<file path="config.mk">
export PLATFORM = sky130hd
export DESIGN_NAME = fir_mac_multich
export DESIGN_NICKNAME = d
export VERILOG_FILES = /design/src/rtl/fir_mac_multich.sv
export SDC_FILE = /design/constraint.sdc
export NUM_CORES = 2
export LEC_CHECK = 0
export CORE_UTILIZATION = 40
export CTS_BUF_LIST = sky130_fd_sc_hd__clkbuf_16
export DETAILED_ROUTE_END_ITERATION = 7
export GPL_TIMING_DRIVEN = 0
export HOLD_SLACK_MARGIN = 0.1
export SYNTH_ARGS = -nofsm -noshare
export SYNTH_HDL_FRONTEND = slang
export SYNTH_SLANG_ARGS = --single-unit
</file>
<file path="constraint.sdc">
create_clock -name clk -period 5.27 [get_ports clk]
set_clock_uncertainty 0.2 [all_clocks]
set_input_delay 1.054 -clock clk [delete_from_list [all_inputs] [get_ports clk]]
set_output_delay 1.054 -clock clk [all_outputs]
set_load 0.005 [all_outputs]
</file>
<file path="src/rtl/fir_mac_multich.sv">
// Multi-channel FIR multiply-accumulate engine: one coefficient stream shared by NUM_CH
// sample lanes, with per-channel rounding and saturation of the final result.
module fir_mac_multich #(
    parameter int unsigned DATA_W    = 16,
    parameter int unsigned COEFF_W   = 16,
    parameter int unsigned NUM_COEFF = 1021,
    parameter int unsigned NUM_CH    = 2,
    parameter int unsigned FRAC_BITS = 15,
    parameter int unsigned ACC_W     = 42,
    parameter int unsigned ROUND     = 1,
    parameter int unsigned PTR_W     = $clog2(NUM_COEFF)
) (
    input  logic                     clk,
    input  logic                     rst_n,
    input  logic                     start,
    input  logic                     abort,
    output logic [PTR_W-1:0]         cff_ptr,
    output logic                     rd_en,
    input  logic [COEFF_W-1:0]       cff_in,
    input  logic [NUM_CH*DATA_W-1:0] smpl_in,
    output logic [NUM_CH*DATA_W-1:0] smpl_out,
    output logic [NUM_CH-1:0]        sat,
    output logic                     busy,
    output logic                     done
);

    localparam int unsigned PROD_W = COEFF_W + DATA_W;

    // Rounding and saturation are evaluated one bit wider than the accumulator so the
    // half-LSB addition can never wrap.
    localparam logic signed [ACC_W:0] RND_ADD =
        (ROUND != 0) ? ((ACC_W+1)'(1) << (FRAC_BITS - 1)) : '0;
    localparam logic signed [ACC_W:0] SAT_MAX =
        {{(ACC_W - DATA_W + 2){1'b0}}, {(DATA_W - 1){1'b1}}};
    localparam logic signed [ACC_W:0] SAT_MIN = ~SAT_MAX;

    typedef enum logic [1:0] {StIdle, StFetch, StDrain, StOut} state_e;

    state_e                    state_q, state_d;
    logic [PTR_W-1:0]          ptr_q, ptr_d;
    logic                      rd_q;
    logic                      clear_acc;
    logic                      load_out;
    logic signed [ACC_W-1:0]   acc_q [NUM_CH];
    logic signed [PROD_W-1:0]  prod [NUM_CH];
    logic signed [ACC_W:0]     rnd [NUM_CH];
    logic signed [ACC_W:0]     shf [NUM_CH];
    logic [NUM_CH*DATA_W-1:0]  res;
    logic [NUM_CH-1:0]         res_sat;
    logic [NUM_CH*DATA_W-1:0]  out_q;
    logic [NUM_CH-1:0]         sat_q;
    logic                      done_q;

    always_comb begin
        state_d   = state_q;
        ptr_d     = ptr_q;
        clear_acc = 1'b0;
        load_out  = 1'b0;
        unique case (state_q)
            StIdle: begin
                if (start && !abort) begin
                    state_d   = StFetch;
                    ptr_d     = '0;
                    clear_acc = 1'b1;
                end
            end
            StFetch: begin
                if (abort) begin
                    state_d = StIdle;
                    ptr_d   = '0;
                end else if (ptr_q == PTR_W'(NUM_COEFF - 1)) begin
                    state_d = StDrain;
                    ptr_d   = '0;
                end else begin
                    ptr_d = ptr_q + PTR_W'(1);
                end
            end
            StDrain: begin
                state_d = abort ? StIdle : StOut;
            end
            StOut: begin
                state_d  = StIdle;
                load_out = !abort;
            end
            default: begin
                state_d = StIdle;
                ptr_d   = '0;
            end
        endcase
    end

    always_ff @(posedge clk or negedge rst_n) begin
        if (!rst_n) begin
            state_q <= StIdle;
            ptr_q   <= '0;
            rd_q    <= 1'b0;
            done_q  <= 1'b0;
            out_q   <= '0;
            sat_q   <= '0;
        end else begin
            state_q <= state_d;
            ptr_q   <= ptr_d;
            rd_q    <= rd_en;
            done_q  <= load_out;
            if (load_out) begin
                out_q <= res;
                sat_q <= res_sat;
            end
        end
    end

    always_comb begin
        res     = '0;
        res_sat = '0;
        for (int c = 0; c < NUM_CH; c++) begin
            prod[c] = $signed(cff_in) * $signed(smpl_in[c*DATA_W +: DATA_W]);
            rnd[c]  = {acc_q[c][ACC_W-1], acc_q[c]} + RND_ADD;
            shf[c]  = rnd[c] >>> FRAC_BITS;
            if (shf[c] > SAT_MAX) begin
                res[c*DATA_W +: DATA_W] = {1'b0, {(DATA_W - 1){1'b1}}};
                res_sat[c]              = 1'b1;
            end else if (shf[c] < SAT_MIN) begin
                res[c*DATA_W +: DATA_W] = {1'b1, {(DATA_W - 1){1'b0}}};
                res_sat[c]              = 1'b1;
            end else begin
                res[c*DATA_W +: DATA_W] = shf[c][DATA_W-1:0];
            end
        end
    end

    // Memory data lags the address by one cycle, so rd_q qualifies cff_in/smpl_in.
    always_ff @(posedge clk or negedge rst_n) begin
        if (!rst_n) begin
            for (int c = 0; c < NUM_CH; c++) acc_q[c] <= '0;
        end else begin
            for (int c = 0; c < NUM_CH; c++) begin
                if (clear_acc) begin
                    acc_q[c] <= '0;
                end else if (rd_q) begin
                    acc_q[c] <= acc_q[c] + {{(ACC_W - PROD_W){prod[c][PROD_W-1]}}, prod[c]};
                end
            end
        end
    end

    assign cff_ptr  = ptr_q;
    assign rd_en    = (state_q == StFetch);
    assign busy     = (state_q != StIdle);
    assign done     = done_q;
    assign smpl_out = out_q;
    assign sat      = sat_q;

endmodule

</file>
; Word level (Yosys, flattened, before mapping)
; Cells that the tools add are included.
[word_totals]
wordCells = 57
register_bits = 132
output_inout_bits = 47
in_bits = 52
[classes]
n_reduce_logical = 8
n_addsub = 5
magnitude_cmp = 4
multipliers = 2
n_eq_ne = 6
muxes = 24
[op_table]
columns = cell, count
row1 = $mux W42, 4
row2 = $add A42 B16 Y43 const B, 2
row3 = $add A42 B42 Y42, 2
row4 = $mul A16 B16 Y32, 2
row5 = $mux W16, 4
row6 = $gt A28 B16 Y1 const B, 2
row7 = $lt A28 B16 Y1 const B, 2
row8 = $mux W10, 3
row9 = $pmux W10 S2, 1
row10 = $add A10 B1 Y10 const B, 1
row11 = $eq A10 B10 Y1 const B, 1
row12 = $mux W2, 4
row13 = $pmux W2 S4, 1
row14 = $mux W1, 7
row15 = $reduce_bool A2 Y1, 3
row16 = $eq A2 B2 Y1 const B, 2
row17 = $reduce_and A2 Y1, 2
row18 = $ne A3 B2 Y1 const B, 1
row19 = $eq A2 B1 Y1 const B, 1
row20 = $logic_not A2 Y1, 1
row21 = $ne A2 B2 Y1 const B, 1
row22 = $logic_and A1 B1 Y1, 1
row23 = $logic_not A1 Y1, 1

; Logic depth before layout (Yosys ltp)
[depth]
depth_word = 5
mapped_depth = 36
depth_no_buf = 34

; Least setup slack after synthesis
; Ideal clock, no wire load.
[synth_timing]
path_type = input to register
from = in cff_in[15]
to = reg acc_q[81] (netlist name)
setup_ns = 0.134
cell_stages = 31
n_path_buf = 2
slack_ns = -4.081
t_required_ns = 4.936
t_arrival_ns = 9.016
path_cell_list = clkbuf_1 -> nand2_1 -> inv_1 -> fa_1 -> fa_1 -> fa_1 -> fa_1 -> fa_1 -> inv_1 -> fa_1 -> inv_1 -> ha_1 -> and3_1 -> a221oi_1 -> o21ai_0 -> a21o_1 -> o2111ai_1 -> nand2_1 -> a311oi_1 -> ha_1 -> clkbuf_1 -> a21o_1 -> o21bai_1 -> a21oi_1 -> nor2b_1 -> o21ai_0 -> nand2b_1 -> a21oi_1 -> o21ai_0 -> xnor2_1 -> o21ai_0
[synth_between]
elab_chain_cells = 4
[synth_lines]
columns = item, line_no
row1 = "start, declared", 19  ; input logic [COEFF_W-1:0] cff_in,
row2 = $mul A16 B16 Y32, 116  ; prod[c] = $signed(cff_in) * $signed(smpl_in[c*DATA_W +: DATA_W]);
row3 = $add A42 B42 Y42, 140  ; acc_q[c] <= acc_q[c] + {{(ACC_W - PROD_W){prod[c][PROD_W-1]}}, prod[c]};
row4 = $mux W42, 139  ; end else if (rd_q) begin
row5 = $mux W42, 137  ; if (clear_acc) begin
row6 = "end signal, assigned by index", 140
row7 = "end, declared", 44  ; logic signed [ACC_W-1:0] acc_q [NUM_CH];
; No other way between the ends. The select of a mux whose other input is x is not followed.
; A chain may end at the register's enable or synchronous reset.

; Worst setup path after layout
[layout_timing]
from = in cff_in[15]
to = reg acc_q[41] (netlist name)
; The elaborated chain is that of the path after synthesis.

==> metrics.txt <==
# TYPE chip_impl_metric gauge
chip_impl_metric{name="timing.fmax",unit="MHz"} 115
chip_impl_metric{name="layout.filler_cells",unit=""} 6810
chip_impl_metric{name="num_io_pins",unit=""} 99
chip_impl_metric{name="clk_lat_worst_skew",unit="ns"} 0.46
chip_impl_metric{name="finalSetupViolations",unit=""} 69
chip_impl_metric{name="dp_hpwl",unit="mm"} 73.9
chip_impl_metric{name="path_max_fanout",unit=""} 6
chip_impl_metric{name="die-area",unit="µm²"} 77500
chip_impl_metric{name="syn_avg_cell_area",unit="µm²"} 8.77
chip_impl_metric{name="drc_markers",unit=""} 0
chip_impl_metric{name="core.rowCount",unit=""} 100
chip_impl_metric{name="drv_slew",unit=""} 0
chip_impl_metric{name="die_w",unit="µm"} 278
chip_impl_metric{name="yosysWarningCount",unit=""} 0
chip_impl_metric{name="post_route_cells_drive_above_1_share",unit=""} 0.232
chip_impl_metric{name="fraction_of_the_cycle_the_final_worst_path_needs",unit=""} 1.64
chip_impl_info{name="min_path_type",value="reg2reg"} 1
chip_impl_metric{name="start_util",unit=""} 0.407
chip_impl_info{name="failed_checks",value="setup timing"} 1
chip_impl_metric{name="worst_hold_slack_across_all_endpoints",unit="ns"} 0.302
chip_impl_info{name="critical-path-top-cell-by-count",value="fa_1"} 1
chip_impl_metric{name="maximum_number_of_pins_on_one_net_before_global_route_repair",unit=""} 88
chip_impl_metric{name="worst_setup_hold_path_clk_slew",unit="ns"} 0.07
chip_impl_metric{name="synth_sequential_area_ratio",unit=""} 0.108
chip_impl_info{name="synth_top_flop_cell",value="dfrtp_1"} 1
chip_impl_metric{name="post_synth_instance_area",unit="µm²"} 30600
chip_impl_metric{name="cts-htree-levels",unit=""} 4
chip_impl_metric{name="detailroute.via_count",unit=""} 25500
chip_impl_metric{name="cp_slowest_stage_delay",unit="ns"} 0.57
chip_impl_metric{name="max_cap_viol_count",unit=""} 0
chip_impl_metric{name="slew-limit-headroom",unit=""} 0.190
chip_impl_metric{name="placed_cells_incl_taps",unit=""} 4554
chip_impl_metric{name="die_h",unit="µm"} 278
chip_impl_metric{name="number_of_global_route_vias_before_repair",unit=""} 26300
chip_impl_metric{name="finalHoldViolCount",unit=""} 0
chip_impl_metric{name="synth_async_sr_flop_share",unit=""} 1.00
chip_impl_metric{name="overflow",unit=""} 0
chip_impl_metric{name="final_critical_path_setup_slack",unit="ns"} -3.39
chip_impl_metric{name="holdPathStages",unit=""} 2
chip_impl_metric{name="yosys.cell_types.count",unit=""} 74
chip_impl_metric{name="finalWeightedCongestion",unit=""} 0.940
chip_impl_metric{name="grt_pass1_wl",unit="mm"} 154
chip_impl_metric{name="synth_fp_nets",unit=""} 4324
chip_impl_metric{name="antenna_found_initial",unit=""} 8
chip_impl_info{name="worst-setup-path-type",value="in2reg"} 1
chip_impl_metric{name="worst_slew_pin_slew",unit="ns"} 1.21
chip_impl_info{name="category_of_the_worst_setup_path_launch_point",value="primary input"} 1
chip_impl_metric{name="rr_worst_depth",unit=""} 6
chip_impl_metric{name="required",unit="ns"} 5.42
chip_impl_info{name="clock_tree_from_tritoncts",value="yes"} 1
chip_impl_info{name="critical-path-slowest-cell",value="fa_2"} 1
chip_impl_info{name="outcome",value="complete, but fails checks"} 1
chip_impl_metric{name="drt-vias-per-instance",unit=""} 5.30
chip_impl_metric{name="total_clock_sinks",unit=""} 132
chip_impl_metric{name="cts_buffers",unit=""} 17
chip_impl_metric{name="finalWorstPathRequiredPeriod",unit="ns"} 8.66
chip_impl_metric{name="port_buffers",unit=""} 98
chip_impl_metric{name="drt_pass1_iterations",unit=""} 5
chip_impl_info{name="end_kind",value="flop"} 1
chip_impl_metric{name="ys_seq_elements",unit=""} 132
chip_impl_metric{name="critical_path_arrival",unit="ns"} 8.81
chip_impl_metric{name="routed_wl",unit="mm"} 97.6
chip_impl_metric{name="fin_cells",unit=""} 4816
chip_impl_metric{name="core",unit="µm²"} 75100
chip_impl_metric{name="area_overhead_vs_synth",unit="%"} 29.2
chip_impl_metric{name="clockBufferDepth",unit=""} 2
chip_impl_metric{name="hold_buffers",unit=""} 0
chip_impl_info{name="clock-root-buffer",value="clkbuf_16"} 1
chip_impl_metric{name="design.final.nets",unit=""} 4670
chip_impl_metric{name="number_of_synthesized_flops_with_an_enable_pin",unit=""} 0
chip_impl_metric{name="route.detailed.wl_per_inst",unit="µm"} 20.3
chip_impl_metric{name="fin_tns_setup",unit="ns"} -168.04
chip_impl_metric{name="ant_nets",unit=""} 0
chip_impl_metric{name="grt_use_total",unit=""} 0.258
chip_impl_info{name="rsz0062_at_grt",value="true"} 1
chip_impl_metric{name="dr.first_iter.drc_count",unit=""} 1671
chip_impl_metric{name="cell_count_after_synthesis",unit=""} 3486
-- stage by stage --
stage          area (µm²)  utilization  setup WS, ns
2_1_floorplan       32000            -         -3.13
3_3_place_gp        34200        0.456         -5.32
3_5_place_dp        34300        0.456         -5.32
4_1_cts             38400        0.511         -3.40
5_1_grt             39500        0.526         -3.61
6_report            39500        0.526         -3.39
-- per-layer routing --
metal	part of all wire	global-route usage	wire length (µm)
met5	0.00012	0	12
met4	0.035	0.0830	3450
met3	0.064	0.0303	6280
met2	0.46	0.412	44900
met1	0.44	0.364	42900
-- registers in the layout (all words and copies together) (netlist names) --
signal,flops
sat,2
rd_q,1
smpl_out,32
done,1
cff_ptr,10
acc_q,84
state_q,2
-- critical path, delay by kind of cell --
family,cells,cell delay (ns)
AND/OR/NAND/NOR,4,0.44
XOR/XNOR,2,0.46
adder cells (fa/ha/maj),8,3.58
buffers and inverters,9,0.89
AO/OA/AOI/OAI,11,2.37
-- kinds of logic after synthesis --
kind of cell,share of synthesized area
flip-flops,0.108
multiplexers,0.0148
adder cells (fa/ha/maj),0.451
AO/OA/AOI/OAI,0.111
AND/OR/NAND/NOR,0.169
buffers and inverters,0.0977
XOR/XNOR,0.0479
-- placed cells by master (no fill, tap or decap), types with 65 or more instances in the layout --
master and count:
fa_1 481, nor2_1 185, nand2_1 320, xnor2_1 87
and2_1 223, dfrtp_1 132, a21o_1 65, inv_1 605
buf_4 196, a21oi_1 68, ha_1 181
-- cell usage after synthesis, types with 13 or more instances --
cell      count  share of area
clkbuf_1    114          0.014
nand2b_1     21         0.0043
o22a_1       32         0.0092
a211oi_1     33         0.0081
fa_1        526           0.34
a21oi_1     128          0.021
xnor2_1     107          0.031
or3_1        14         0.0029
buf_1        13         0.0016
xor2_1       60          0.017
inv_1       656          0.081
a31oi_1      22         0.0045
ha_1        260           0.11
and3_1       18         0.0037
a21o_1       65          0.016
mux2i_1      43          0.014
nand2_1     344          0.042
nor2b_1      16         0.0033
nor2_1      198          0.024
nor3_1       43         0.0070
o21bai_1     23         0.0057
and2_1      255          0.052
o21a_1       24         0.0059
nand3_1      58         0.0095
nand4_1      28         0.0057
dfrtp_1     132           0.11
o21ai_0      99          0.016
-- what timing repair did --
item | 4_1_cts | 5_1_grt
setup endpoints to repair | 76 | 71
pin swaps | 228 | 184
cloned | 1 | 0
buffers inserted | 182 | 60
gates resized for setup | 694 | 178
-- area by class of cell --
cell class | count | area (µm²) | area share
clock inverter | 15 | 216 | 0.00548
tap | 969 | 1210 | 0.0307
multi-input combinational | 2564 | 27000 | 0.685
clock buffer | 17 | 425 | 0.0108
buffer | 127 | 1720 | 0.0436
antenna | 2 | 5.00 | 0.000127
timing repair buffer | 333 | 3100 | 0.0785
inverter | 657 | 2470 | 0.0626
sequential | 132 | 3300 | 0.0837
-- path summary, 6_finish.rpt --
| kind | start | to | slack [ns] |
|---|---|---|---|
| worst max-delay path | cff_in[15] | acc_q[41]$_DFFE_PN0P_ | -3.39 |
| worst min-delay path | smpl_out[16]$_DFFE_PN0P_ | smpl_out[16]$_DFFE_PN0P_ | 0.30 |
| worst max register to register | state_q[0]$_DFFE_PN0P_ | cff_ptr[1]$_DFFE_PN0P_ | 1.54 |
| worst min register to register | smpl_out[16]$_DFFE_PN0P_ | smpl_out[16]$_DFFE_PN0P_ | 0.30 |
| max in group asynchronous | rst_n | smpl_out[16]$_DFFE_PN0P_ | 3.72 |
| min in group asynchronous | rst_n | smpl_out[15]$_DFFE_PN0P_ | 0.33 |
Power is not shown: default switching activity piles up to over one toggle a cycle in this logic, so the estimate is an artifact.
